$ cat src/rtl/acq_pkg.sv
// Shared definitions for the acquisition RAM writer (acq) and its readback path (acq_reader).
package acq_pkg;

    localparam int DEF_RAM_DATA_W = 16;
    localparam int DEF_RAM_ADDR_W = 19;

    typedef enum logic [1:0] {
        RD_IDLE  = 2'd0,
        RD_RUN   = 2'd1,
        RD_DRAIN = 2'd2
    } rd_state_e;

endpackage

$ cat src/rtl/sync_fifo.sv
// Single-clock first-word-fall-through FIFO with synchronous flush and occupancy count.
module sync_fifo #(
    parameter int DATA_W = 16,
    parameter int DEPTH  = 4
) (
    input  logic                     clk,
    input  logic                     rst,
    input  logic                     flush,
    input  logic                     push,
    input  logic [DATA_W-1:0]        push_data,
    input  logic                     pop,
    output logic [DATA_W-1:0]        pop_data,
    output logic [$clog2(DEPTH):0]   count,
    output logic                     empty,
    output logic                     full
);

    localparam int PTR_W = $clog2(DEPTH);

    logic [DATA_W-1:0] mem_q [DEPTH];
    logic [PTR_W-1:0]  wr_ptr_q, wr_ptr_d;
    logic [PTR_W-1:0]  rd_ptr_q, rd_ptr_d;
    logic [PTR_W:0]    count_q, count_d;
    logic              do_push, do_pop;

    assign empty    = (count_q == '0);
    assign full     = (count_q == (PTR_W+1)'(DEPTH));
    assign count    = count_q;
    assign pop_data = mem_q[rd_ptr_q];
    assign do_push  = push && !full && !flush;
    assign do_pop   = pop && !empty && !flush;

    always_comb begin
        wr_ptr_d = wr_ptr_q;
        rd_ptr_d = rd_ptr_q;
        count_d  = count_q;
        if (flush) begin
            wr_ptr_d = '0;
            rd_ptr_d = '0;
            count_d  = '0;
        end else begin
            if (do_push) wr_ptr_d = wr_ptr_q + 1'b1;
            if (do_pop)  rd_ptr_d = rd_ptr_q + 1'b1;
            case ({do_push, do_pop})
                2'b10:   count_d = count_q + 1'b1;
                2'b01:   count_d = count_q - 1'b1;
                default: count_d = count_q;
            endcase
        end
    end

    always_ff @(posedge clk) begin
        if (rst) begin
            wr_ptr_q <= '0;
            rd_ptr_q <= '0;
            count_q  <= '0;
        end else begin
            wr_ptr_q <= wr_ptr_d;
            rd_ptr_q <= rd_ptr_d;
            count_q  <= count_d;
        end
    end

    always_ff @(posedge clk) begin
        if (do_push) mem_q[wr_ptr_q] <= push_data;
    end

endmodule

$ cat src/rtl/acq_reader.sv
// Streams a programmed range of acquisition-RAM words to the host link as bytes, LSB first.
module acq_reader import acq_pkg::*; #(
    parameter int RAM_DATA_W = DEF_RAM_DATA_W,
    parameter int RAM_ADDR_W = DEF_RAM_ADDR_W,
    parameter int RAM_RD_LAT = 2,
    parameter int FIFO_DEPTH = 4
) (
    input  logic                  clk,
    input  logic                  rst,
    input  logic                  rd_start,
    input  logic                  rd_abort,
    input  logic [RAM_ADDR_W-1:0] rd_addr,
    input  logic [RAM_ADDR_W:0]   rd_words,
    output logic                  rd_busy,
    output logic                  rd_done,
    output logic [RAM_ADDR_W-1:0] ram_raddr,
    output logic                  ram_ren,
    input  logic [RAM_DATA_W-1:0] ram_rdata,
    output logic [7:0]            tx_data,
    output logic                  tx_valid,
    input  logic                  tx_ready
);

    localparam int BYTES = RAM_DATA_W / 8;
    localparam int IFL_W = $clog2(RAM_RD_LAT + 1) + 1;
    localparam int CNT_W = $clog2(FIFO_DEPTH) + 1;
    localparam int SUM_W = ((IFL_W > CNT_W) ? IFL_W : CNT_W) + 1;
    localparam int BL_W  = $clog2(BYTES) + 1;

    rd_state_e             state_q, state_d;
    logic [RAM_ADDR_W-1:0] addr_q, addr_d;
    logic [RAM_ADDR_W:0]   remaining_q, remaining_d;
    logic [IFL_W-1:0]      in_flight_q, in_flight_d;
    logic [RAM_RD_LAT-1:0] pipe_q, pipe_d;
    logic                  done_q, done_d;
    logic [7:0]            tx_data_q, tx_data_d;
    logic                  tx_valid_q, tx_valid_d;
    logic [RAM_DATA_W-1:0] hold_q, hold_d;
    logic [BL_W-1:0]       bytes_left_q, bytes_left_d;

    logic                  fifo_push, fifo_pop, fifo_empty, fifo_full;
    logic [RAM_DATA_W-1:0] fifo_rdata, word;
    logic [CNT_W-1:0]      fifo_count;
    logic                  abort, credit_ok, ren, pipe_out;
    logic                  accept, shift, need_word, load, bypass, last_accepted;

    sync_fifo #(.DATA_W(RAM_DATA_W), .DEPTH(FIFO_DEPTH)) u_fifo (
        .clk       (clk),
        .rst       (rst),
        .flush     (abort),
        .push      (fifo_push),
        .push_data (ram_rdata),
        .pop       (fifo_pop),
        .pop_data  (fifo_rdata),
        .count     (fifo_count),
        .empty     (fifo_empty),
        .full      (fifo_full)
    );

    // Credit: every outstanding read must already own a FIFO slot when it lands.
    assign abort     = rd_abort && (state_q != RD_IDLE);
    assign credit_ok = (SUM_W'(in_flight_q) + SUM_W'(fifo_count)) < SUM_W'(FIFO_DEPTH);
    assign ren       = (state_q == RD_RUN) && (remaining_q != '0) && credit_ok && !abort;
    assign pipe_out  = pipe_q[RAM_RD_LAT-1];

    // An idle serializer takes a landing word straight off the RAM bus, saving the FIFO cycle.
    assign accept        = tx_valid_q && tx_ready;
    assign last_accepted = accept && (bytes_left_q == '0);
    assign shift         = accept && (bytes_left_q != '0);
    assign need_word     = !tx_valid_q || last_accepted;
    assign load          = need_word && (!fifo_empty || pipe_out) && !abort;
    assign bypass        = load && fifo_empty;
    assign fifo_pop      = load && !fifo_empty;
    assign fifo_push     = pipe_out && !bypass && !abort;
    assign word          = fifo_empty ? ram_rdata : fifo_rdata;

    always_comb begin
        tx_data_d    = tx_data_q;
        tx_valid_d   = tx_valid_q;
        hold_d       = hold_q;
        bytes_left_d = bytes_left_q;
        if (abort) begin
            tx_valid_d   = 1'b0;
            bytes_left_d = '0;
        end else if (shift) begin
            tx_data_d    = hold_q[7:0];
            hold_d       = hold_q >> 8;
            bytes_left_d = bytes_left_q - 1'b1;
        end else if (load) begin
            tx_data_d    = word[7:0];
            hold_d       = word >> 8;
            bytes_left_d = BL_W'(BYTES - 1);
            tx_valid_d   = 1'b1;
        end else if (need_word) begin
            tx_valid_d   = 1'b0;
        end
    end

    always_comb begin
        state_d     = state_q;
        addr_d      = addr_q;
        remaining_d = remaining_q;
        done_d      = 1'b0;
        pipe_d      = abort ? '0 : ((pipe_q << 1) | RAM_RD_LAT'(ren));
        in_flight_d = abort ? '0 : (in_flight_q + IFL_W'(ren) - IFL_W'(pipe_out));
        case (state_q)
            RD_IDLE: begin
                if (rd_start && !rd_abort) begin
                    if (rd_words != '0) begin
                        state_d     = RD_RUN;
                        addr_d      = rd_addr;
                        remaining_d = rd_words;
                    end else begin
                        done_d = 1'b1;
                    end
                end
            end
            RD_RUN: begin
                if (abort) begin
                    state_d = RD_IDLE;
                    done_d  = 1'b1;
                end else if (remaining_q == '0) begin
                    state_d = RD_DRAIN;
                end else if (ren) begin
                    addr_d      = addr_q + 1'b1;
                    remaining_d = remaining_q - 1'b1;
                end
            end
            RD_DRAIN: begin
                if (abort || ((in_flight_q == '0) && fifo_empty && (!tx_valid_q || last_accepted))) begin
                    state_d = RD_IDLE;
                    done_d  = 1'b1;
                end
            end
            default: state_d = RD_IDLE;
        endcase
    end

    always_ff @(posedge clk) begin
        if (rst) begin
            state_q      <= RD_IDLE;
            addr_q       <= '0;
            remaining_q  <= '0;
            in_flight_q  <= '0;
            pipe_q       <= '0;
            done_q       <= 1'b0;
            tx_data_q    <= '0;
            tx_valid_q   <= 1'b0;
            bytes_left_q <= '0;
        end else begin
            state_q      <= state_d;
            addr_q       <= addr_d;
            remaining_q  <= remaining_d;
            in_flight_q  <= in_flight_d;
            pipe_q       <= pipe_d;
            done_q       <= done_d;
            tx_data_q    <= tx_data_d;
            tx_valid_q   <= tx_valid_d;
            bytes_left_q <= bytes_left_d;
        end
    end

    always_ff @(posedge clk) begin
        hold_q <= hold_d;
    end

    assert property (@(posedge clk) disable iff (rst) !(fifo_push && fifo_full));

    assign rd_busy   = (state_q != RD_IDLE);
    assign rd_done   = done_q;
    assign ram_raddr = addr_q;
    assign ram_ren   = ren;
    assign tx_data   = tx_data_q;
    assign tx_valid  = tx_valid_q;

endmodule

$ cat config.mk
export PLATFORM = sky130hd
export DESIGN_NAME = acq_reader
export DESIGN_NICKNAME = d
export VERILOG_FILES = /design/src/rtl/acq_pkg.sv /design/src/rtl/sync_fifo.sv /design/src/rtl/acq_reader.sv
export SDC_FILE = /design/constraint.sdc
export NUM_CORES = 1
export LEC_CHECK = 0
export CAP_MARGIN = 10
export CORE_UTILIZATION = 55
export CTS_CLUSTER_SIZE = 20
export DETAILED_ROUTE_END_ITERATION = 10
export PLACE_DENSITY = 0.8
export SETUP_SLACK_MARGIN = 0.1
export SYNTH_ARGS = -nofsm -noshare
export SYNTH_HDL_FRONTEND = slang
export SYNTH_SLANG_ARGS = --single-unit
$ cat constraint.sdc
create_clock -name clk -period 3.7 [get_ports clk]
set_input_delay 0.37 -clock clk [delete_from_list [all_inputs] [get_ports clk]]
set_output_delay 0.37 -clock clk [all_outputs]
set_load 0.01 [all_outputs]
* After elaboration in Yosys (flattened, before gate mapping)
Memory sizes are Yosys's and may differ from the RTL's. A register that Yosys moved wholly into a read port is not among the register bits.
Cells that the tools add are included.
** Cells by class
- Muxes and demuxes :: 36
- Bitwise gates (word level) :: 3
- Reduce and logical (&&, ||, !) cells :: 47
- Equal/unequal tests :: 12
- Magnitude comparators :: 1
- $add $sub $neg :: 10
** Operators by type and width (number)
- 20-bit 2-to-1 mux :: 5
- 19-bit 2-to-1 mux :: 5
- 20-bit case mux with 2 select lines :: 1
- 20-bit nonzero test :: 2
- 19-bit case mux with 2 select lines :: 1
- 8-bit 2-to-1 mux :: 3
- 1-bit logical AND :: 20
- 20-bit logical NOT :: 1
- 20-bit by 1-bit subtractor with 20-bit output (second input constant) :: 1
- 19-bit by 1-bit adder with 19-bit output (second input constant) :: 1
- 2-bit 2-to-1 mux :: 9
- 16-bit 2-to-1 mux :: 1
- 2-bit inequality test (second input constant) :: 6
- 2-bit nonzero test :: 6
- 1-bit 2-to-1 mux :: 8
- 1-bit logical NOT :: 6
- 3-bit logical NOT :: 2
- 2-bit case mux with 3 select lines :: 1
- 3-bit case mux with 2 select lines :: 1
- 6-bit AND reduction :: 1
- 2-bit by 1-bit adder with 2-bit output (second input constant) :: 2
- 3-bit by 3-bit adder with 4-bit output :: 1
- 2-bit by 1-bit equality test with 1-bit output (second input constant) :: 2
- 2-bit equality test (second input constant) :: 2
- 16 further kinds :: 21
** Storage, ports and cells
- Register bits :: 73
- Bits of input ports :: 60
- Word-level logic and storage cells :: 123
- Output and inout bits :: 31
- Bits in writable memories :: 64
- Memories :: 1
** Memories
- u_fifo.mem_q :: depth 4, bits a word 16, read ports 1, clocked after Yosys merged registers in 1, wr ports 1, line sync_fifo.sv:20 : logic [DATA_W-1:0] mem_q [DEPTH];

* Logic depth before layout (Yosys ltp)
- Depth in word-level cells :: 13
- Mapped depth :: 12
- Depth with buffers taken out :: 12

* By module
A second synthesis with hierarchy kept.
** Second synthesis, totals
- Cell total of the unflattened synthesis :: 662
- Area total of the unflattened synthesis :: 7019.2 um^2
** Modules (own cells, without submodules)
- acq_reader :: area an instance 4199.0 um^2, cells each 521, times used 1
- sync_fifo :: area an instance 2820.2 um^2, cells each 141, times used 1

* Worst setup path after synthesis
Ideal clock, no wire load.
- Path kind :: input port to flip-flop
- From :: input port rd_abort
- To :: register u_fifo.count_q[2] (netlist: u_fifo.count[2])
- Cell stages on the path :: 11
- Data arrival time :: 2.623 ns
- Setup time :: 0.070 ns
- Setup slack :: 1.007 ns
- Required time :: 3.630 ns
- Path through :: clkbuf_1 > o21ai_1 > a21oi_1 > o31ai_1 > nand2b_1 > ha_1 > inv_1 > fa_1 > xor2_1 > or3_1 > a21oi_1
** On the way
- Word-level cells in the longest chain between the ends :: 11
** Ends and longest elaborated chain
- start, declared :: line acq_reader.sv:11 : input logic rd_abort,
- 1-bit logical AND (*) :: line acq_reader.sv:61 : assign abort = rd_abort && (state_q != RD_IDLE);
- 1-bit logical NOT
- 1-bit logical AND :: line acq_reader.sv:71 : assign load = need_word && (!fifo_empty || pipe_out) && !abort;
- 1-bit logical AND :: line acq_reader.sv:72 : assign bypass = load && fifo_empty;
- 1-bit logical NOT :: line acq_reader.sv:74 : assign fifo_push = pipe_out && !bypass && !abort;
- 1-bit logical AND (2 in series) :: line acq_reader.sv:74
- 1-bit logical AND (2 in series) :: line sync_fifo.sv:30 : assign do_push = push && !full && !flush;
- 2-bit by 1-bit equality test with 1-bit output or 2-bit equality test (tied branches) :: line sync_fifo.sv:44 : case ({do_push, do_pop})
- 3-bit case mux with 2 select lines or 2-bit nonzero test (tied branches)
- end signal, assigned :: line sync_fifo.sv:60 : count_q <= count_d;
- end, declared :: line sync_fifo.sv:23 : logic [PTR_W:0] count_q, count_d;
Every way passes the cells marked *; elsewhere a longest branch is shown, timed or not.
A chain may end at the register's enable or synchronous reset.

* Final worst setup path
- From :: register remaining_q[0]
- To :: output port ram_ren
** On the way
- Word-level cells in the longest chain between the ends :: 4
** Ends and longest elaborated chain
- start, declared :: line acq_reader.sv:32 : logic [RAM_ADDR_W:0] remaining_q, remaining_d;
- start signal, assigned :: line acq_reader.sv:153 : remaining_q <= remaining_d;
- 20-bit nonzero test :: line acq_reader.sv:63 : assign ren = (state_q == RD_RUN) && (remaining_q != '0) && credit_ok && !abort;
- 1-bit logical AND (3 in series) :: line acq_reader.sv:63
- end, declared :: line acq_reader.sv:17 : output logic ram_ren,
Every way passes these cells.

==> impl_metrics.xml <==
<?xml version="1.0" encoding="UTF-8"?>
<metrics>
  <group name="outcome">
    <metric name="run_status" unit="">finished, final reports clean</metric>
  </group>
  <group name="logic_synthesis">
    <metric name="synthDistinctLibCells" unit="">72</metric>
    <metric name="synth.yosys.seq_area_share" unit="">0.513</metric>
    <metric name="synth_seq_cells" unit="">139</metric>
    <metric name="number_of_synthesized_flops_with_an_enable_pin" unit="">72</metric>
    <metric name="mappedNetlistArea" unit="mm2">0.00683</metric>
    <metric name="post-synth-top-area-fraction" unit="">0.316</metric>
    <metric name="synth_area_per_cell" unit="um2">10.6</metric>
    <metric name="async_flop_share" unit="">0</metric>
    <metric name="synth.yosys.warnings" unit="">0</metric>
    <metric name="synthFlopType" unit="">sky130_fd_sc_hd__edfxtp_1</metric>
    <metric name="post_synth_main_area_contributors" unit="">sky130_fd_sc_hd__edfxtp_1 32%, sky130_fd_sc_hd__dfxtp_1 20%, sky130_fd_sc_hd__mux4_2 5.3%</metric>
    <metric name="post_synth_inst_count" unit="">644</metric>
    <metric name="postSynthNetCount" unit="">718</metric>
    <metric name="synth_largest_area_cell" unit="">sky130_fd_sc_hd__edfxtp_1</metric>
  </group>
  <group name="setup_path">
    <metric name="worst_r2r_startpoint" unit="">u_fifo.count[2]</metric>
    <metric name="worstSetupPathType" unit="">reg -&gt; out</metric>
    <metric name="endpoint_required_time_on_the_critical_path" unit="ns">3.33</metric>
    <metric name="crit-reg2reg-capture" unit="">ram_raddr[8]</metric>
    <metric name="end_kind" unit="">primary output</metric>
    <metric name="worst_reg2reg_path_depth" unit="">6</metric>
    <metric name="startpoint" unit="">remaining_q[0]</metric>
    <metric name="critical_path.max_fanout" unit="">6</metric>
    <metric name="crit_arrival" unit="ns">2.85</metric>
    <metric name="r2r_slack" unit="ns">0.60</metric>
    <metric name="critPathLaunchType" unit="">flip-flop</metric>
  </group>
  <group name="sta">
    <metric name="report.final.setup_viol" unit="">0</metric>
    <metric name="max_freq" unit="MHz">310</metric>
    <metric name="setup_slack" unit="ns">0.479</metric>
    <metric name="worst_clock_skew" unit="ns">0.00842</metric>
    <metric name="final_period_minus_worst_setup_slack" unit="ns">3.22</metric>
    <metric name="min_period_over_period" unit="">0.871</metric>
    <metric name="setup-tns-final" unit="ns">0</metric>
    <metric name="rsz0062_at_grt" unit="">false</metric>
    <metric name="finalHoldViolCount" unit="">0</metric>
    <metric name="worst_max_slew_pin_slew" unit="ns">1.04</metric>
    <metric name="slew_headroom" unit="">0.305</metric>
    <metric name="finalMaxSlewViolations" unit="">0</metric>
  </group>
  <group name="route">
    <metric name="drtIter0Drc" unit="">631</metric>
    <metric name="via_count" unit="">5748</metric>
    <metric name="vias_per_cell" unit="">6.37</metric>
    <metric name="detailedRoute.firstPassIterationCount" unit="">6</metric>
    <metric name="ant_nets" unit="">0</metric>
    <metric name="routedWlPerCell" unit="um">20.1</metric>
    <metric name="drt-total-wl" unit="um">18200</metric>
    <metric name="drt_drc_violations_left" unit="">0</metric>
  </group>
  <group name="die">
    <metric name="initial_cell_density_of_the_core" unit="">0.566</metric>
    <metric name="core-area" unit="mm2">0.0121</metric>
    <metric name="rows" unit="">40</metric>
    <metric name="die_x_extent" unit="um">113</metric>
    <metric name="die_h" unit="um">113</metric>
    <metric name="die-area" unit="mm2">0.0129</metric>
    <metric name="boundaryPins" unit="">91</metric>
  </group>
  <group name="place">
    <metric name="place_congestion" unit="">0.902</metric>
    <metric name="placement.setup.worst_slack" unit="ns">0.428</metric>
    <metric name="postPlaceCellArea" unit="mm2">0.00780</metric>
    <metric name="place.detailed.hpwl" unit="um">11600</metric>
    <metric name="io_buffers" unit="">90</metric>
  </group>
  <group name="clock_tree">
    <metric name="clock_tree.htree_level_count" unit="">4</metric>
    <metric name="clock_tree.buffer_depth" unit="">2</metric>
    <metric name="clock_buffers_created_by_tritoncts" unit="">17</metric>
    <metric name="cts_root_buf" unit="">sky130_fd_sc_hd__clkbuf_16</metric>
    <metric name="cts.sinks" unit="">139</metric>
    <metric name="cts_tree" unit="">yes</metric>
    <metric name="clock_pin_slew_reported_for_the_worst_setup_and_hold_paths_after_clock_tree_synthesis" unit="ns">0.06</metric>
    <metric name="worst_skew_pair.late_latency" unit="ns">0.43</metric>
    <metric name="cts_hold_repair.buffers" unit="">0</metric>
  </group>
  <group name="finish">
    <metric name="n_antenna_cell" unit="">0</metric>
    <metric name="n_fill_cell" unit="">864</metric>
    <metric name="multi_input_comb_area" unit="mm2">0.00298</metric>
    <metric name="final-seq-area" unit="mm2">0.00350</metric>
    <metric name="area.growth.synth_to_final" unit="%">23.1</metric>
    <metric name="postLayoutCellArea" unit="mm2">0.00841</metric>
    <metric name="finish.net_count" unit="">796</metric>
    <metric name="layout_cells_sized_above_1" unit="">0.114</metric>
  </group>
  <group name="global_route">
    <metric name="track_usage" unit="">0.293</metric>
    <metric name="number_of_antenna_violations_at_the_first_check_in_global_routing" unit="">0</metric>
    <metric name="grt_first_pass_wirelength" unit="um">28900</metric>
    <metric name="globalRouteOverflowTotal" unit="">0</metric>
    <metric name="grt_start_max_net_pins" unit="">90</metric>
    <metric name="vias_in_the_first_global_route" unit="">5653</metric>
  </group>
  <group name="pwr">
    <metric name="powerDensity" unit="mW/mm2">563</metric>
    <metric name="p_total" unit="uW">4730</metric>
    <metric name="total_leakage_power" unit="uW">0.00291</metric>
    <metric name="max-vdd-ir-drop" unit="mV">0.320</metric>
  </group>
  <group name="min_path">
    <metric name="min_delay_path_depth" unit="">1</metric>
    <metric name="hold_path.startpoint" unit="">pipe_q[0]</metric>
    <metric name="holdPathEnd" unit="">pipe_q[1]</metric>
    <metric name="hold_path.class" unit="">reg -&gt; reg</metric>
  </group>
  <group name="run">
    <metric name="maxCapViolations" unit="">0</metric>
  </group>
</metrics>
## how the worst max path moves through the flow
stage,to
after floorplan,u_fifo.count[2]
after global placement,u_fifo.count[2]
after detailed placement,u_fifo.count[2]
after CTS,ram_ren
after global routing,ram_ren
final,ram_ren
## routing by layer
metal  part of all wire  global-route usage  up-vias  routed length (um)
met5                  0                   0        -                   0
met4              0.024               0.130        0                 433
met2               0.48               0.476      328                8680
met3              0.095              0.0659       43                1730
met1               0.40               0.378     2744                7320
li1                   -                   -     2633                   -
## worst max-delay path, stage by stage (launching register included)
cell                              delay, ns
sky130_fd_sc_hd__dfxtp_1               0.36
sky130_fd_sc_hd__inv_1                 0.09
sky130_fd_sc_hd__ha_1                  0.24
sky130_fd_sc_hd__nor3b_2               0.20
sky130_fd_sc_hd__nand4b_1              0.26
sky130_fd_sc_hd__nor3_2                0.12
sky130_fd_sc_hd__nor4_1                0.51
sky130_fd_sc_hd__clkdlybuf4s50_1       0.65
## where the power goes
group | total, uW | switching, uW | internal [uW]
Sequential | 1880 | 124 | 1760
Clock | 1730 | 663 | 1060
Combinational | 1120 | 630 | 493
Total | 4730 | 1420 | 3310
## sequential cells by signal (all words and copies together), names as in the netlist, named ones only
| register | cells |
|---|---|
| u_fifo.count | 3 |
| remaining_q | 20 |
| tx_valid | 1 |
| rd_done | 1 |
| ram_raddr | 19 |
| u_fifo.mem_q | 64 |
| tx_data | 8 |
| u_fifo.rd_ptr_q | 2 |
| in_flight_q | 3 |
| pipe_q | 2 |
| u_fifo.wr_ptr_q | 2 |
| bytes_left_q | 2 |
| state_q | 2 |
| hold_q | 8 |
## synth_stat cells, types with 4 or more instances
cell                        n
sky130_fd_sc_hd__mux4_2    16
sky130_fd_sc_hd__o21ai_0   10
sky130_fd_sc_hd__and3_1    11
sky130_fd_sc_hd__o311ai_0  19
sky130_fd_sc_hd__edfxtp_1  72
sky130_fd_sc_hd__nor3b_1    4
sky130_fd_sc_hd__clkbuf_1  25
sky130_fd_sc_hd__ha_1      12
sky130_fd_sc_hd__dfxtp_1   67
sky130_fd_sc_hd__buf_6      5
sky130_fd_sc_hd__nor2_1    49
sky130_fd_sc_hd__nor4_1    17
sky130_fd_sc_hd__or3_1      5
sky130_fd_sc_hd__nor3_1    19
sky130_fd_sc_hd__a22oi_1    9
sky130_fd_sc_hd__a21oi_1   59
sky130_fd_sc_hd__buf_2     10
sky130_fd_sc_hd__nand2b_1   4
sky130_fd_sc_hd__xnor2_1    4
sky130_fd_sc_hd__nand2_1   64
sky130_fd_sc_hd__nand4_1    4
sky130_fd_sc_hd__inv_1     23
sky130_fd_sc_hd__o22ai_1    9
sky130_fd_sc_hd__a31oi_1    9
sky130_fd_sc_hd__nand3_1   14
sky130_fd_sc_hd__o31ai_1   27
## repair_timing
| action | in CTS | in global routing |
|---|---|---|
| buffers inserted | 0 | 0 |
| setup endpoints to repair | 0 | 1 |
| gates resized for setup | 0 | 1 |
## cell families after synthesis
family,after synthesis,synth area share
AND/OR/NAND/NOR,212,0.155
XOR/XNOR,7,0.00897
flip-flops,139,0.513
AO/OA/AOI/OAI,181,0.184
adder cells (fa/ha/maj),14,0.0278
multiplexers,19,0.0571
buffers and inverters,72,0.0535
## cell type report
| type | count | area share |
|---|---|---|
| sequential | 139 | 0.417 |
| multi-input combinational | 433 | 0.354 |
| timing repair buffer | 107 | 0.122 |
| clock buffer | 18 | 0.0510 |
| tap | 168 | 0.0250 |
| clock inverter | 14 | 0.0204 |
| inverter | 24 | 0.0107 |
## per-stage QoR
step	cells	hold WS (ns)	util
detailed placement	871	0.470	0.647
global route	903	0.491	0.697
floorplan	644	0.436	-
CTS	903	0.486	0.697
global placement	871	0.451	0.647
finish	903	0.487	0.697
## layout by cell type, fill, tap and decap left out, drive strengths merged, types with 22 or more instances in the layout
master	instances
nor3	22
o31ai	27
nand2	65
inv	26
clkdlybuf4s50	90
dfxtp	67
a21oi	59
edfxtp	72
nor2	50
o311ai	22
Power figures use the tool's default switching activity.
==> variant (config.mk and constraints unchanged) <==
Reset style: asynchronous (`rst`), changed in 2 clocked blocks.
--- a/src/rtl/sync_fifo.sv
+++ b/src/rtl/sync_fifo.sv
@@ -50,5 +50,5 @@
     end
 
-    always_ff @(posedge clk) begin
+    always_ff @(posedge clk or posedge rst) begin
         if (rst) begin
             wr_ptr_q <= '0;
--- a/src/rtl/acq_reader.sv
+++ b/src/rtl/acq_reader.sv
@@ -137,5 +137,5 @@
     end
 
-    always_ff @(posedge clk) begin
+    always_ff @(posedge clk or posedge rst) begin
         if (rst) begin
             state_q      <= RD_IDLE;
Check against the original RTL: differs if rst is asserted again (counterexample within 4 cycles, from zero or initial values and one cycle with rst high); with rst held inactive, the same outputs for 10 cycles.
==> variant against the unedited design <==
- final area increased by 1.4%
- first-iteration DRC count is 3.2% higher
- worst setup slack worse by 0.041 ns
- count of clock-buffer cells in the layout rose by 1
- power is 32% higher
- sequential cell count fell by 2
- synthesized area grew 0.64%
- routed wire length down 5.5%
==> variant: results (changes against the unedited design) <==
Outcome
  – Outcome: finished, final reports clean

Min path
  – Hold_sp: pipe_q[0]

GRT
  – Overall routing resource usage: 0.284 (-0.00888)
  – GRT met1 Usage: 0.375 (-0.00310)
  – GRT met2 Usage: 0.464 (-0.0114)
  – First-pass GRT wire length: 28.3 mm (-2.0%)
  – Met3 Usage GRT: 0.0595 (-0.00638)

Worst setup path
  – Setup slack, reg-to-reg: 0.57 ns (-0.03 ns)
  – R2R Path End: ram_raddr[18]
  – Critical Path AT: 2.89 ns (+0.04 ns)
  – CP max stage delay: 0.50 ns (-0.15 ns)
  – Worst setup path startpoint: remaining_q[0]

Yosys
  – Xor and xnor area share after synthesis: 0.00637 (-0.00260)
  – Post-Synth Adder-Cell Area: 0.0258 (-0.00200)
  – Multiplexer area fraction after synthesis: 0.0599 (+0.00273)
  – Top cells by count, synth: nand2_1, edfxtp_1, dfrtp_1
  – Synth Area in Compound Gates: 0.162 (-0.0225)
  – Synth Area per Inst: 11.0 um^2 (+3.5%)
  – Seq/Total Area, Yosys: 0.551 (+0.0382)
  – FFs w/ async S/R, synth: 0.474 (+0.474)
  – Area contributors post-synth: edfxtp_1, dfrtp_1, mux4_2

Route
  – Metal3 WL: 1.28 mm (-26%)
  – Router iterations before antenna repair: 5 (-1)
  – Wire length on met2: 8.51 mm (-2.0%)
  – Routed WL: 17.2 mm (-5.5%)
  – Met1 Wirelength: 7.03 mm (-4.1%)
  – DR iter-0 viols: 651 (+3.2%)

Placed design
  – Dpl ws: 0.675 ns (+0.247 ns)
  – Placed cell area: 0.00794 mm^2 (+1.7%)
  – Hpwl dp: 11.4 mm (-2.0%)
  – GPL Wtd Cong: 0.977 (+8.3%)
  – Placed insts: 858 (-1.5%)

STA
  – Tightest Pin Transition: 1.11 ns (+0.0668 ns)
  – Hold WS: 0.454 ns (-0.0329 ns)

Power
  – Peak VDD IR: 325 uV (+1.8%)
  – Leakage: 3.15 nW (+8.1%)
  – Psw: 2.23 mW (+57%)

Cells and area
  – Fin nets: 782 (-1.8%)
  – Seq/total area: 0.445 (+0.0278)
  – Clk cell area share: 0.0687 (-0.00273)
  – Non-CTS buffers: 103 (-3.7%)
  – Fraction of layout cells with a size suffix above 1: 0.107 (-0.00764)
  – CLK BUF: 19 (+1)
  – Nonclk inv count: 16 (-33%)
  – Storage element area: 0.00379 mm^2 (+8.1%)
[variant: cell types whose count changed in the layout (fill, tap and decap cells not counted), moves of 12 or more]
| cell | before | now |
|---|---|---|
| dfxtp_1 | 67 | 0 |
| o311ai_0 | 19 | 0 |
| dfrtp_1 | 0 | 65 |
| o31ai_1 | 27 | 14 |
| a21oi_1 | 59 | 47 |
| o21ai_1 | 1 | 20 |
| o21ai_0 | 10 | 27 |
| a31oi_1 | 9 | 21 |
[variant: power by group through the flow]
stage / Clock, mW / Sequential, mW / Combinational [mW]
6_report: 1.67 / 2.47 / 2.12
5_1_grt: 1.75 / 2.52 / 2.34
4_1_cts: 1.68 / 2.45 / 2.11
3_5_place_dp: 0 / 2.47 / 2.09
3_3_place_gp: 0 / 2.44 / 2.01
2_1_floorplan: 0 / 2.35 / 1.41
